### src/rtl/decoder_pkg.sv
// Shared definitions for the 16-bit Thumb category decoder: opcode patterns,
// the category vector layout and the category-to-flag mapping.
package decoder_pkg;

  localparam int OP_W = 6;

  // Wildcard patterns over inst[31:26]; '?' bits are don't-care in casez.
  localparam logic [OP_W-1:0] OP_ARITH  = 6'b00????;
  localparam logic [OP_W-1:0] OP_DP     = 6'b010000;
  localparam logic [OP_W-1:0] OP_SDIBE  = 6'b010001;
  localparam logic [OP_W-1:0] OP_LLP    = 6'b01001?;
  localparam logic [OP_W-1:0] OP_LSSD_A = 6'b0101??;
  localparam logic [OP_W-1:0] OP_LSSD_B = 6'b011???;
  localparam logic [OP_W-1:0] OP_LSSD_C = 6'b100???;
  localparam logic [OP_W-1:0] OP_GPCA   = 6'b10100?;
  localparam logic [OP_W-1:0] OP_GSPA   = 6'b10101?;
  localparam logic [OP_W-1:0] OP_MISC   = 6'b1011??;
  localparam logic [OP_W-1:0] OP_SMR    = 6'b11000?;
  localparam logic [OP_W-1:0] OP_LMR    = 6'b11001?;
  localparam logic [OP_W-1:0] OP_CBSC   = 6'b1101??;
  localparam logic [OP_W-1:0] OP_UCB    = 6'b11100?;

  typedef enum logic [3:0] {
    CAT_NONE,
    CAT_ARITH,
    CAT_DP,
    CAT_SDIBE,
    CAT_LLP,
    CAT_LSSD,
    CAT_GPCA,
    CAT_GSPA,
    CAT_MISC,
    CAT_SMR,
    CAT_LMR,
    CAT_CBSC,
    CAT_UCB
  } cat_e;

  // Field order fixes the packed layout: arith is the MSB, ucb the LSB.
  typedef struct packed {
    logic arith;
    logic dp;
    logic sdibe;
    logic llp;
    logic lssd;
    logic gpca;
    logic gspa;
    logic misc;
    logic smr;
    logic lmr;
    logic cbsc;
    logic ucb;
  } cat_t;

  function automatic cat_t to_onehot(input cat_e c);
    cat_t v;
    v = '0;
    case (c)
      CAT_ARITH: v.arith = 1'b1;
      CAT_DP:    v.dp    = 1'b1;
      CAT_SDIBE: v.sdibe = 1'b1;
      CAT_LLP:   v.llp   = 1'b1;
      CAT_LSSD:  v.lssd  = 1'b1;
      CAT_GPCA:  v.gpca  = 1'b1;
      CAT_GSPA:  v.gspa  = 1'b1;
      CAT_MISC:  v.misc  = 1'b1;
      CAT_SMR:   v.smr   = 1'b1;
      CAT_LMR:   v.lmr   = 1'b1;
      CAT_CBSC:  v.cbsc  = 1'b1;
      CAT_UCB:   v.ucb   = 1'b1;
      default:   v = '0;
    endcase
    return v;
  endfunction

endpackage

### src/rtl/decoder_comb.sv
// Combinational classification of a Thumb primary opcode into one category;
// 32-bit prefixes and non-16-bit words yield no category.
module decoder_comb
  import decoder_pkg::*;
(
  input  logic [OP_W-1:0] op,
  input  logic            inst_16,
  output cat_t            cat
);

  cat_e kind;

  always_comb begin
    kind = CAT_NONE;
    if (inst_16) begin
      casez (op)
        OP_ARITH:  kind = CAT_ARITH;
        OP_DP:     kind = CAT_DP;
        OP_SDIBE:  kind = CAT_SDIBE;
        OP_LLP:    kind = CAT_LLP;
        OP_LSSD_A,
        OP_LSSD_B,
        OP_LSSD_C: kind = CAT_LSSD;
        OP_GPCA:   kind = CAT_GPCA;
        OP_GSPA:   kind = CAT_GSPA;
        OP_MISC:   kind = CAT_MISC;
        OP_SMR:    kind = CAT_SMR;
        OP_LMR:    kind = CAT_LMR;
        OP_CBSC:   kind = CAT_CBSC;
        OP_UCB:    kind = CAT_UCB;
        default:   kind = CAT_NONE;
      endcase
    end
  end

  assign cat = to_onehot(kind);

endmodule

### src/rtl/decoder.sv
// Registered 16-bit Thumb category decoder: one-hot flags appear one cycle
// after the instruction, cleared asynchronously by rst.
module decoder
  import decoder_pkg::*;
(
  input  logic [31:0] inst,
  input  logic        inst_16,
  input  logic        clk,
  output logic        arith,
  output logic        dp,
  output logic        sdibe,
  output logic        llp,
  output logic        lssd,
  output logic        gpca,
  output logic        gspa,
  output logic        misc,
  output logic        smr,
  output logic        lmr,
  output logic        cbsc,
  output logic        ucb,
  input  logic        rst
);

  cat_t cat_d;
  cat_t cat_q;

  // Operand bits of the halfword and the low halfword never affect the category.
  logic unused_inst_bits;
  assign unused_inst_bits = ^inst[31-OP_W:0];

  decoder_comb u_comb (
    .op      (inst[31 -: OP_W]),
    .inst_16 (inst_16),
    .cat     (cat_d)
  );

  always_ff @(posedge clk or posedge rst) begin
    if (rst) cat_q <= '0;
    else     cat_q <= cat_d;
  end

  assign arith = cat_q.arith;
  assign dp    = cat_q.dp;
  assign sdibe = cat_q.sdibe;
  assign llp   = cat_q.llp;
  assign lssd  = cat_q.lssd;
  assign gpca  = cat_q.gpca;
  assign gspa  = cat_q.gspa;
  assign misc  = cat_q.misc;
  assign smr   = cat_q.smr;
  assign lmr   = cat_q.lmr;
  assign cbsc  = cat_q.cbsc;
  assign ucb   = cat_q.ucb;

endmodule

### config.mk
export PLATFORM = sky130hd
export DESIGN_NAME = decoder
export DESIGN_NICKNAME = d
export VERILOG_FILES = /design/src/rtl/decoder_pkg.sv /design/src/rtl/decoder_comb.sv /design/src/rtl/decoder.sv
export SDC_FILE = /design/constraint.sdc
export NUM_CORES = 1
export LEC_CHECK = 0
export CAP_MARGIN = 20
export CELL_PAD_IN_SITES_DETAIL_PLACEMENT = 1
export CELL_PAD_IN_SITES_GLOBAL_PLACEMENT = 2
export CORE_ASPECT_RATIO = 1.4
export CORE_MARGIN = 4
export CORE_UTILIZATION = 17
export DETAILED_ROUTE_END_ITERATION = 16
export GPL_TIMING_DRIVEN = 0
export PLACE_DENSITY_LB_ADDON = 0.1
export SLEW_MARGIN = 10
export SYNTH_ARGS = -nofsm -noshare
export SYNTH_HDL_FRONTEND = slang
export SYNTH_SLANG_ARGS = --single-unit
### constraint.sdc
create_clock -name clk -period 0.8 [get_ports clk]
set_input_delay 0.16 -clock clk [delete_from_list [all_inputs] [get_ports clk]]
set_output_delay 0.16 -clock clk [all_outputs]
set_load 0.005 [all_outputs]
-- After elaboration in Yosys (flattened, before gate mapping)
Index checks and enable logic that the tools add are counted.
- equality and inequality tests: 25
- mux-type cells: 14
- reductions and logical operators: 2
- operators by type and width (operator ; count):
    4-bit case mux with 12 select lines ; 1
    4-bit equality test (second input constant) ; 7
    5-bit equality test (second input constant) ; 5
    4-bit by 3-bit equality test with 1-bit output (second input constant) ; 5
    6-bit by 5-bit equality test with 1-bit output (second input constant) ; 2
    1-bit 2-to-1 mux ; 12
    4-bit by 2-bit equality test with 1-bit output (second input constant) ; 2
    5-bit by 4-bit equality test with 1-bit output (second input constant) ; 1
    4-bit by 1-bit equality test with 1-bit output (second input constant) ; 1
    4-bit 2-to-1 mux ; 1
    3-bit by 2-bit equality test with 1-bit output (second input constant) ; 1
    3-bit equality test (second input constant) ; 1
    3-bit OR reduction ; 1
    2-bit zero test ; 1
- output and inout bits: 12
- word-level logic and storage cells: 53
- register bits after elaboration: 12
- input bits: 35

-- Longest topological paths before layout
Gate-level depths: netlist of the first run.
- word-level depth: 6
- depth in mapped cells: 5
- depth with buffers taken out: 4

-- By module
From an unflattened synthesis of the first run, not the netlist that was laid out.
- cells, all modules: 52
- area total of the unflattened synthesis: 616.8 um^2
- modules (own cells, without submodules) (module ; area each (um^2) ; cells each ; times used ; seq. area each (um^2)):
    decoder_comb ; 312.8 ; 39 ; 1 ; 0.0
    decoder ; 304.0 ; 13 ; 1 ; 300.3

-- Worst setup path before layout of the first run
Ideal clock, no wire load.
- kind: input-to-reg
- start: input inst[31]
- end: register cat_q (netlist bit lssd)
- slack: -0.563 ns
- buffers on the path: 1
- setup time: 0.072 ns
- data arrival time: 1.291 ns
- stages on the path: 5
- required time: 0.728 ns
- cells stage by stage: buf_6 -> nand2b_1 -> a32oi_4 -> or4b_4 -> nor2_1
- RTL lines (what ; line ; source):
    start: declaration ; decoder.sv:6 ; input logic [31:0] inst,
    end signal: assignment ; decoder.sv:39 ; else cat_q <= cat_d;
    end: declaration ; decoder.sv:25 ; cat_t cat_q;

==> results of run 1 <==
[worst paths after layout]
kind | from | cells past startpoint | slack, ns | endpoint
setup / recovery | inst[27] | 5 | -0.36 | lssd$_DFF_PP0_
hold / removal | inst[27] | 2 | 0.10 | ucb$_DFF_PP0_
max in group asynchronous | rst | 2 | 0.25 | lmr$_DFF_PP0_
min in group asynchronous | rst | 2 | 0.24 | sdibe$_DFF_PP0_
[cell type report]
cell class / count / share of cell area, %
Timing Repair Buffer: 19 / 14.6
Buffer: 4 / 8.41
Tap cell: 40 / 5.26
Clock buffer: 3 / 4.34
Multi-Input combinational cell: 40 / 35.1
Inverter: 2 / 0.788
Sequential cell: 12 / 31.5
[cell usage after synthesis, types with 2 or more instances]
cell,count
o2111ai_1,2
nor2_1,9
nand2_1,3
nand3b_1,2
nor3_1,2
dfrtp_1,12
inv_1,2
buf_6,2
nand2b_1,3
[stage by stage]
| stage | setup TNS (ns) | setup slack, ns | power (mW) | hold WS, ns | instance area, um^2 |
|---|---|---|---|---|---|
| after detailed placement | -14.87 | -1.19 | 0.863 | 0.370 | 845 |
| after CTS | -4.69 | -0.392 | 1.44 | 0.101 | 950 |
| after floorplan | -5.53 | -0.542 | 0.778 | 0.0247 | 634 |
| after global placement | -14.71 | -1.20 | 0.859 | 0.380 | 845 |
| after global routing | -5.10 | -0.401 | 1.48 | 0.114 | 952 |
| final | -4.33 | -0.363 | 1.42 | 0.100 | 952 |
[power by group through the flow]
stage                     combinational, mW  sequential, mW  clock (mW)
after floorplan                       0.142           0.636           0
after global placement                0.226           0.633           0
after detailed placement              0.229           0.634           0
after CTS                             0.282           0.623       0.532
after global routing                  0.306           0.624       0.549
final                                 0.277           0.623       0.521
[kinds of logic after synthesis]
family | count (synthesis)
AND/OR/NAND/NOR | 29
flip-flops | 12
AO/OA/AOI/OAI | 11
buffers and inverters | 6
[routing by layer]
layer,vias up,global-route usage (%)
met1,236,8.33
met4,0,4.76
met2,19,13.4
met5,-,0
li1,243,-
met3,5,0.976
[repair_timing]
item | CTS | global route
hold endpoints to repair | 0 | 0
setup buffers | 3 | 0
pin swaps | 10 | 4
setup endpoints to repair | 24 | 23
gates resized for setup | 78 | 1
==> key figures, run 1 <==
Run status
  – Status: finished with violations
  – Violated checks: setup timing

Place
  – Port buffer count: 16
  – GPL Wtd Cong: 0.665
  – HPWL after detailed placement: roughly 1200 um
  – Dpl cells: about 110

Floorplan
  – Die Ht: approximately 80 um
  – Core Box Area: approximately 3400 um^2
  – Ports: 47
  – FP Rows: 25
  – Area of the die: ~4600 um^2
  – Initial Util: 17.9%
  – Die Wd: just under 60 um

Timing
  – Tightest Pin Transition: around 0.45 ns
  – Tmin final: 1.16 ns
  – Final period util: 145%
  – Slew headroom: between 70% and 80%
  – Final setup violation count: 23
  – Slew Limit Fails: 0
  – Fmax: approximately 860 MHz
  – Final worst slack: -0.363 ns
  – Unrepaired setup endpoints after global routing: true
  – Fin. Hold Viols: 0

Route
  – ANT nets after route: 0
  – Vias: ~500
  – Via density: about 4.2
  – DR iter-0 viols: 8
  – Metal3 WL: about 90 um
  – Met2 WL: around 800 um
  – DRC viols: 0
  – Post-Route M1 WL: 608 um
  – DR WL/cell: ~13 um
  – First-pass detailed-route iteration total: 3
  – Uppermost layer routed: met4
  – Total Wirelength: between 1500 and 2000 um

Power
  – Internal: about 1.1 mW
  – Power share of the combinational group: 19.5%
  – Highest ir drop seen on vdd: 397 uV
  – Switching Fraction: ~23%
  – Clk pwr share: 36.6%
  – Part of the power in registers: 43.9%
  – Lkg Pwr: approximately 0.43 nW
  – PD cells: 1490 nW/um^2
  – P_sw: around 0.33 mW

Layout
  – Most frequent cells in the layout: dfrtp_1, buf_2, nor2_1
  – Share of cells above drive strength 1: around 50%
  – Post-Layout Cell Count: between 100 and 150
  – FF+latch area: approximately 300 um^2
  – Final core utilization: 27.9%
  – Multi-input gate area in the final layout: roughly 330 um^2
  – Number of fill cells: approximately 400
  – Layout area overhead: 56.3%
  – N_diodes: 0
  – Nets: 117

Clocking
  – TritonCTS Buffers: 3
  – Clk pin slew, worst setup/hold paths: about 0.050 ns
  – CTS tree: done
  – # hold bufs at CTS: 0
  – Clock root buffer: clkbuf_8
  – H-tree depth: 1
  – Number of clock sinks: 12
  – Max clock buf depth: 2

Critical path
  – Slowest cell on crit path: or4b_4
  – CP bufs+invs: 1
  – Crit-path max FO: 7
  – Worst path cell trace: buf_12 -> o21bai_4 -> a32oi_4 -> or4b_4 -> nor2_1
  – Crit path max-delay family: simple AND/OR/NAND/NOR gates
  – CP Capture Type: flop
  – Worst Path Arrival: about 1.3 ns
  – Worst Path Required: 0.96 ns
  – WS Path Type: in2reg
  – Kind of start point of the critical path: input pin
  – CP max stage delay: ~0.52 ns

Global route
  – Vias in the first global route: between 500 and 600
  – All-Layer GR Usage: under 10%
  – Antenna violations before repair: 0
  – Remaining Overflow, GRT: 0
  – Global-route wire length before repair: 2680 um
  – Pin count of the biggest net entering global routing: 13

Synth
  – XOR/XNOR Fraction of Synth Area: 0%
  – Number of synthesized flops with an enable pin: 0
  – Top_reg_cell synth: dfrtp_1
  – Synth Cell Area: just over 600 um^2
  – Register bit total from synthesis: 12
  – Simple-gate share of the synthesized area: between 20% and 30%
  – Synth Area in Adders: 0%
  – Top cell type's share of synthesized area: 49.3%
  – Ranking of synthesized cells by area: dfrtp_1, nor2_1, a32oi_4, buf_6, nand2b_1
  – Post-synthesis compound-gate area fraction: about 16%
  – Ys Warns: 0
  – Largest family of logic cells by synthesized area: simple AND/OR/NAND/NOR gates
  – Post-synthesis mux area share: 0%
  – Mapped Cells: 58
  – Syn Area/Cell: around 11 um^2
  – Synth area leader: dfrtp_1
  – Post-synth ARST share: 100%
  – Seq/Total Area, Yosys: 49.3%
  – Yosys cell types: 30
  – Syn_nets: 93

Min path
  – Hold Path Class: in2reg

Run
  – Max_cap viols: 0
(Power assumes the default switching activity.)
==> run 2, diff against run 1 <==
Settings changed: SLEW_MARGIN 10 to 0.
==> results of run 2 <==
No change in the layout: final DEF, timing and power equal those of run 1.
==> RTL change 1: new RTL, config.mk and constraints of run 1 <==
Set the package constant `OP_W` to 12 (it was 6).
--- a/src/rtl/decoder_pkg.sv
+++ b/src/rtl/decoder_pkg.sv
@@ -4,3 +4,3 @@
 
-  localparam int OP_W = 6;
+  localparam int OP_W = 12;
 
Check against the original RTL: not equivalent (a bounded check fails within 4 cycles, from zero or initial values and one cycle with rst high).
==> RTL change 1 against run 1 <==
  * The run still ends with negative setup slack left
  * Non-clock buffer count increased by 21
  * Critical path depth unchanged
  * Cell count increased by 18%
  * Wire length increased by 25%
  * Combinational power increased by 38%
  * Via count increased by 24%
  * Worst setup slack improved by 0.12 ns
  * Power increased by 15%
  * Synthesized area decreased by 0.41%
  * Cell area increased by 35%
  * Sequential share of layout area decreased by 8.2 points
  * Sequential power decreased by 2%
  * Largest cell class unchanged
  * Core utilization increased by 9.8 points
  * Sequential cell count unchanged
==> RTL change 1: results (changes against run 1) <==
ROUTE
----------------------------------------------------------------------------
Starting DRC count in detailed routing                                     9   +1
Post-route met1 wirelength                                            635 um   +4.4%
Wire length on met2                                                  1118 um   +38%
Vias                                                                     624   +24%
DR pass1 iterations                                                        2   -1
Routed len/inst                                                     13.82 um   +6.7%
Met3 Routed Length                                                    146 um   +62%
Highest layer used for signal routing                                   met4

GRT
----------------------------------------------------------------------------
Overall track demand over capacity in global routing                 0.09761   +0.02153
Antenna violations before repair                                           0   unchanged
Number of global-route vias before repair                                684   +26%
Largest net degree at the start of global routing                         13   unchanged
First-pass GRT wire length                                           3318 um   +24%

TIMING
----------------------------------------------------------------------------
Actual slew at the worst max-slew pin                              0.4934 ns   +0.04625 ns
Final setup fails                                                         24   +4.3%
Worst Slack Setup Final                                           -0.2386 ns   +0.1241 ns
Final Hold Slack                                                   0.2182 ns   +0.1177 ns
Final sum of negative setup slack                                  -2.717 ns   +1.614 ns

SYNTH
----------------------------------------------------------------------------
Post-synth top cells                                            sky130_fd_sc_hd__dfrtp_1, sky130_fd_sc_hd__nor4_1, sky130_fd_sc_hd__nor3_1
Synthesized net count                                                     91   -2.2%
Part of the Yosys area used for sequential elements                   0.4948   +0.002032
Share of synthesized registers carrying an async set or reset          1.000   unchanged
Yosys cell types                                                          28   -6.7%
Dominant cells by area after synthesis                          sky130_fd_sc_hd__dfrtp_1, sky130_fd_sc_hd__nor4_1, sky130_fd_sc_hd__nor3_1, sky130_fd_sc_hd__a2111oi_2, sky130_fd_sc_hd__buf_4
Total of warnings raised by yosys                                          0   unchanged

STATUS
----------------------------------------------------------------------------
Failing checks                                                  negative setup slack
Run status                                                      complete, but fails checks

CLOCKING
----------------------------------------------------------------------------
Clk buf depth                                                              2   unchanged
H-tree lvl count                                                           1   unchanged
Clock root buffer master                                        sky130_fd_sc_hd__clkbuf_8
Number of buffers created by CTS                                           3   unchanged
Clk slew on worst S/H paths                                          0.05 ns   about the same

LAYOUT
----------------------------------------------------------------------------
Final-stage net count                                                    137   +17%
Final-layout fill cell count                                             370   -5.4%
Proportion of layout cells with a drive suffix above 1                0.7228   +0.2228
Final antenna diode count                                                  0   unchanged

WORST HOLD PATH
----------------------------------------------------------------------------
Hold/Removal Path Class                                         primary input to async pin

PLACEMENT
----------------------------------------------------------------------------
Pre-CTS setup slack                                                -1.040 ns   +0.1528 ns
Placer Congestion                                                     0.6058   -8.8%
Number of buffer cells added on primary ports                             26   +10
Placed Instance Area                                               972.2 um2   +15%
Final HPWL DP                                                        1378 um   +15%

POWER AND IR DROP
----------------------------------------------------------------------------
Leak Pwr                                                           0.5832 nW   +34%
Largest voltage drop on the vdd net                              0.0005997 V   +51%

WORST SETUP PATH
----------------------------------------------------------------------------
Max stage delay on crit path                                         0.31 ns   -0.21 ns
Worst Path Max Fanout                                                      7   unchanged
Crit path DAT                                                        1.18 ns   -0.14 ns
Cell with the largest stage delay on the worst path             sky130_fd_sc_hd__a32o_2

==> RTL change 1: cell count changes after synthesis, moves of 2 or more <==
cell and change:
sky130_fd_sc_hd__nand3b_1 -2, sky130_fd_sc_hd__nor3_1 +2, sky130_fd_sc_hd__nor4_1 +5, sky130_fd_sc_hd__or2b_1 +2
sky130_fd_sc_hd__nor2_1 -9, sky130_fd_sc_hd__o2111ai_1 -2
==> RTL change 1: kinds of logic (layout without fill, tap and decap cells) <==
family | Yosys count | after routing | share of synthesized area
AOI/OAI and AO/OA | 13 | 13 | 0.1691
DFF | 12 | 12 | 0.4948
and+or+nand+nor | 25 | 25 | 0.2742
buffers and inverters | 6 | 51 | 0.06185
==> RTL change 1: worst max-delay path: cells and delay by family <==
family | cells | cell delay (ns)
buf+inv | 2 | 0.22
simple gates | 2 | 0.49
compound gates | 1 | 0.31
==> RTL change 1: what timing repair did <==
action,CTS,global route
gates resized for setup,125,10
buffers inserted,14,1
endpoints found under the hold margin,0,0
hold buffers,0,0
pin swaps,15,6
setup endpoints to repair,24,24
==> RTL change 1: worst max path at each step <==
| stage | from | endpoint | slack (ns) | cells after the start |
|---|---|---|---|---|
| 2_1_floorplan | inst[22] | misc | -0.27 | 3 |
| 3_3_place_gp | inst[23] | misc | -1.02 | 4 |
| 3_5_place_dp | inst[23] | misc | -1.04 | 4 |
| 4_1_cts | inst[21] | misc | -0.26 | 4 |
| 5_1_grt | inst[22] | smr | -0.25 | 5 |
| 6_report | inst[22] | smr | -0.24 | 5 |
==> RTL change 1: cell type report <==
type | count | area [um2] | share of cell area
Multi-Input combinational cell | 38 | 504.2 | 0.3924
Timing Repair Buffer | 41 | 326.6 | 0.2541
Sequential cell | 12 | 300.3 | 0.2337
Clock buffer | 4 | 55.05 | 0.04284
Tap cell | 40 | 50.05 | 0.03895
Buffer | 3 | 37.54 | 0.02921
Inverter | 3 | 11.26 | 0.008763
==> RTL change 1: per-layer routing <==
layer | track usage | up-vias
met3 | 0.01301 | 6
met4 | 0.05568 | 0
li1 | - | 299
met2 | 0.1924 | 23
met1 | 0.09045 | 296
met5 | 0 | -
==> RTL change 1: per-stage QoR <==
step,instances,util
floorplan,56,-
global placement,122,0.2851
detailed placement,122,0.2851
CTS,140,0.3615
global route,141,0.3769
finish,141,0.3769
==> RTL change 1: report_power, final <==
part           switching (mW)  leakage (nW)  internal, mW
clock network           0.203        0.0288         0.433
registers           0.0000711         0.168         0.609
logic                   0.187         0.387         0.195
total                   0.391         0.583          1.24
==> RTL change 2: new RTL, config.mk and constraints of run 1 <==
Made on the original files. Register the output `dp`, with the module's reset; this adds one clock of latency there. The other outputs are not delayed to match.
--- a/src/rtl/decoder.sv
+++ b/src/rtl/decoder.sv
@@ -23,2 +23,4 @@
 
+  logic dp_d;
+
   cat_t cat_d;
@@ -42,3 +44,3 @@
   assign arith = cat_q.arith;
-  assign dp    = cat_q.dp;
+  assign dp_d  = cat_q.dp;
   assign sdibe = cat_q.sdibe;
@@ -54,2 +56,10 @@
 
+  always_ff @(posedge clk or posedge rst) begin
+    if (rst) begin
+      dp <= '0;
+    end else begin
+      dp <= dp_d;
+    end
+  end
+
 endmodule
Function: changed (Yosys sat finds a counterexample within 4 cycles, from zero or initial values and one cycle with rst high).
==> RTL change 2 against run 1 <==
  * Worst setup slack gained 0.0063 ns
  * Wire length rose by 0.97%
  * First-iteration DRC count decreased by 75%
  * Sequential cell count rose by 1
  * Cell area down 0.66%
  * Power rose by 5.3%
  * Synthesized area grew 4.1%
  * Count of clock-buffer cells in the layout grew 1
  * Sequential power grew 8.2%
  * Synthesized cell count grew 1.7%
  * The run still ends with negative setup slack left
==> RTL change 2: results (changes against run 1) <==
STATUS
-------------------------------------------------------------------------
Run status                                                   complete, but fails checks
Failing checks                                               negative setup slack

TIMING
-------------------------------------------------------------------------
Final sum of negative setup slack                               -4.385 ns   -0.05399 ns
Worst Slack Setup Final                                        -0.3564 ns   +0.006317 ns
Final Hold Slack                                                0.1242 ns   +0.02377 ns
Actual slew at the worst max-slew pin                           0.4652 ns   +0.01798 ns
Final setup fails                                                      23   unchanged

SYNTH
-------------------------------------------------------------------------
Dominant cells by area after synthesis                       sky130_fd_sc_hd__dfrtp_1, sky130_fd_sc_hd__nor2_1, sky130_fd_sc_hd__a32oi_4, sky130_fd_sc_hd__buf_6, sky130_fd_sc_hd__nand2b_1
Synthesized net count                                                  94   +1.1%
Post-synth top cells                                         sky130_fd_sc_hd__dfrtp_1, sky130_fd_sc_hd__nor2_1, sky130_fd_sc_hd__nand2_1, sky130_fd_sc_hd__nand2b_1
Number of standard cells after synthesis                               59   +1.7%
Part of the Yosys area used for sequential elements                0.5128   +0.02001

POWER AND IR DROP
-------------------------------------------------------------------------
Largest voltage drop on the vdd net                           0.0005495 V   +38%

ROUTE
-------------------------------------------------------------------------
Wire length on met2                                                884 um   +9.3%
Detailed-route vias per instance                                    4.208   +0.39%
Starting DRC count in detailed routing                                  2   -6
Post-route met1 wirelength                                         545 um   -10%
Vias                                                                  526   +4.6%

PLACEMENT
-------------------------------------------------------------------------
Placed Instance Area                                            872.1 um2   +3.3%
Placer Congestion                                                  0.6163   -7.3%
Pre-CTS setup slack                                             -1.216 ns   -0.02257 ns
Final HPWL DP                                                     1211 um   +1.1%

CLOCKING
-------------------------------------------------------------------------
Quantity of gates resized following cts                                68   -13%
Count of buffers added by post-CTS timing repair for setup              4   +1

GRT
-------------------------------------------------------------------------
Met3 Track Usage GR                                               0.01608   +0.006321
Global-route met2 utilization                                      0.1346   +0.0003451
Largest net degree at the start of global routing                      14   +1

WORST SETUP PATH
-------------------------------------------------------------------------
CP Launch Point                                                  inst[31]

## RTL change 2: changes by cell type in the layout (fill, tap and decap cells not counted), sizes merged
cell,change
buf,+1
clkbuf,+2
clkdlybuf4s15,-1
dfrtp,+1
## RTL change 2: cells by family after synthesis
kind of cell,Yosys count
flops,13
buf+inv,6
compound gates,11
simple gates,29
## RTL change 2: how the worst max path moves through the flow
stage	depth (start not counted)	endpoint	slack [ns]
detailed placement	5	lssd	-1.22
finish	5	gspa	-0.36
CTS	5	gspa	-0.39
global route	5	dp_d	-0.39
global placement	5	lssd	-1.21
floorplan	5	lssd	-0.54
## RTL change 2: report_power, final
group          internal, mW  switching, mW  total, mW
registers             0.672        0.00265      0.674
logic                 0.130          0.130      0.259
clock network         0.350          0.212      0.563
## RTL change 2: final cells by class
cell class,count,area (um2),area share
buffer,4,65.06,0.06878
clock buffer,4,45.04,0.04762
inverter,2,7.507,0.007937
multi-input combinational,40,324.1,0.3426
sequential,13,325.3,0.3439
tap,42,52.55,0.05556
timing repair buffer,20,126.4,0.1336
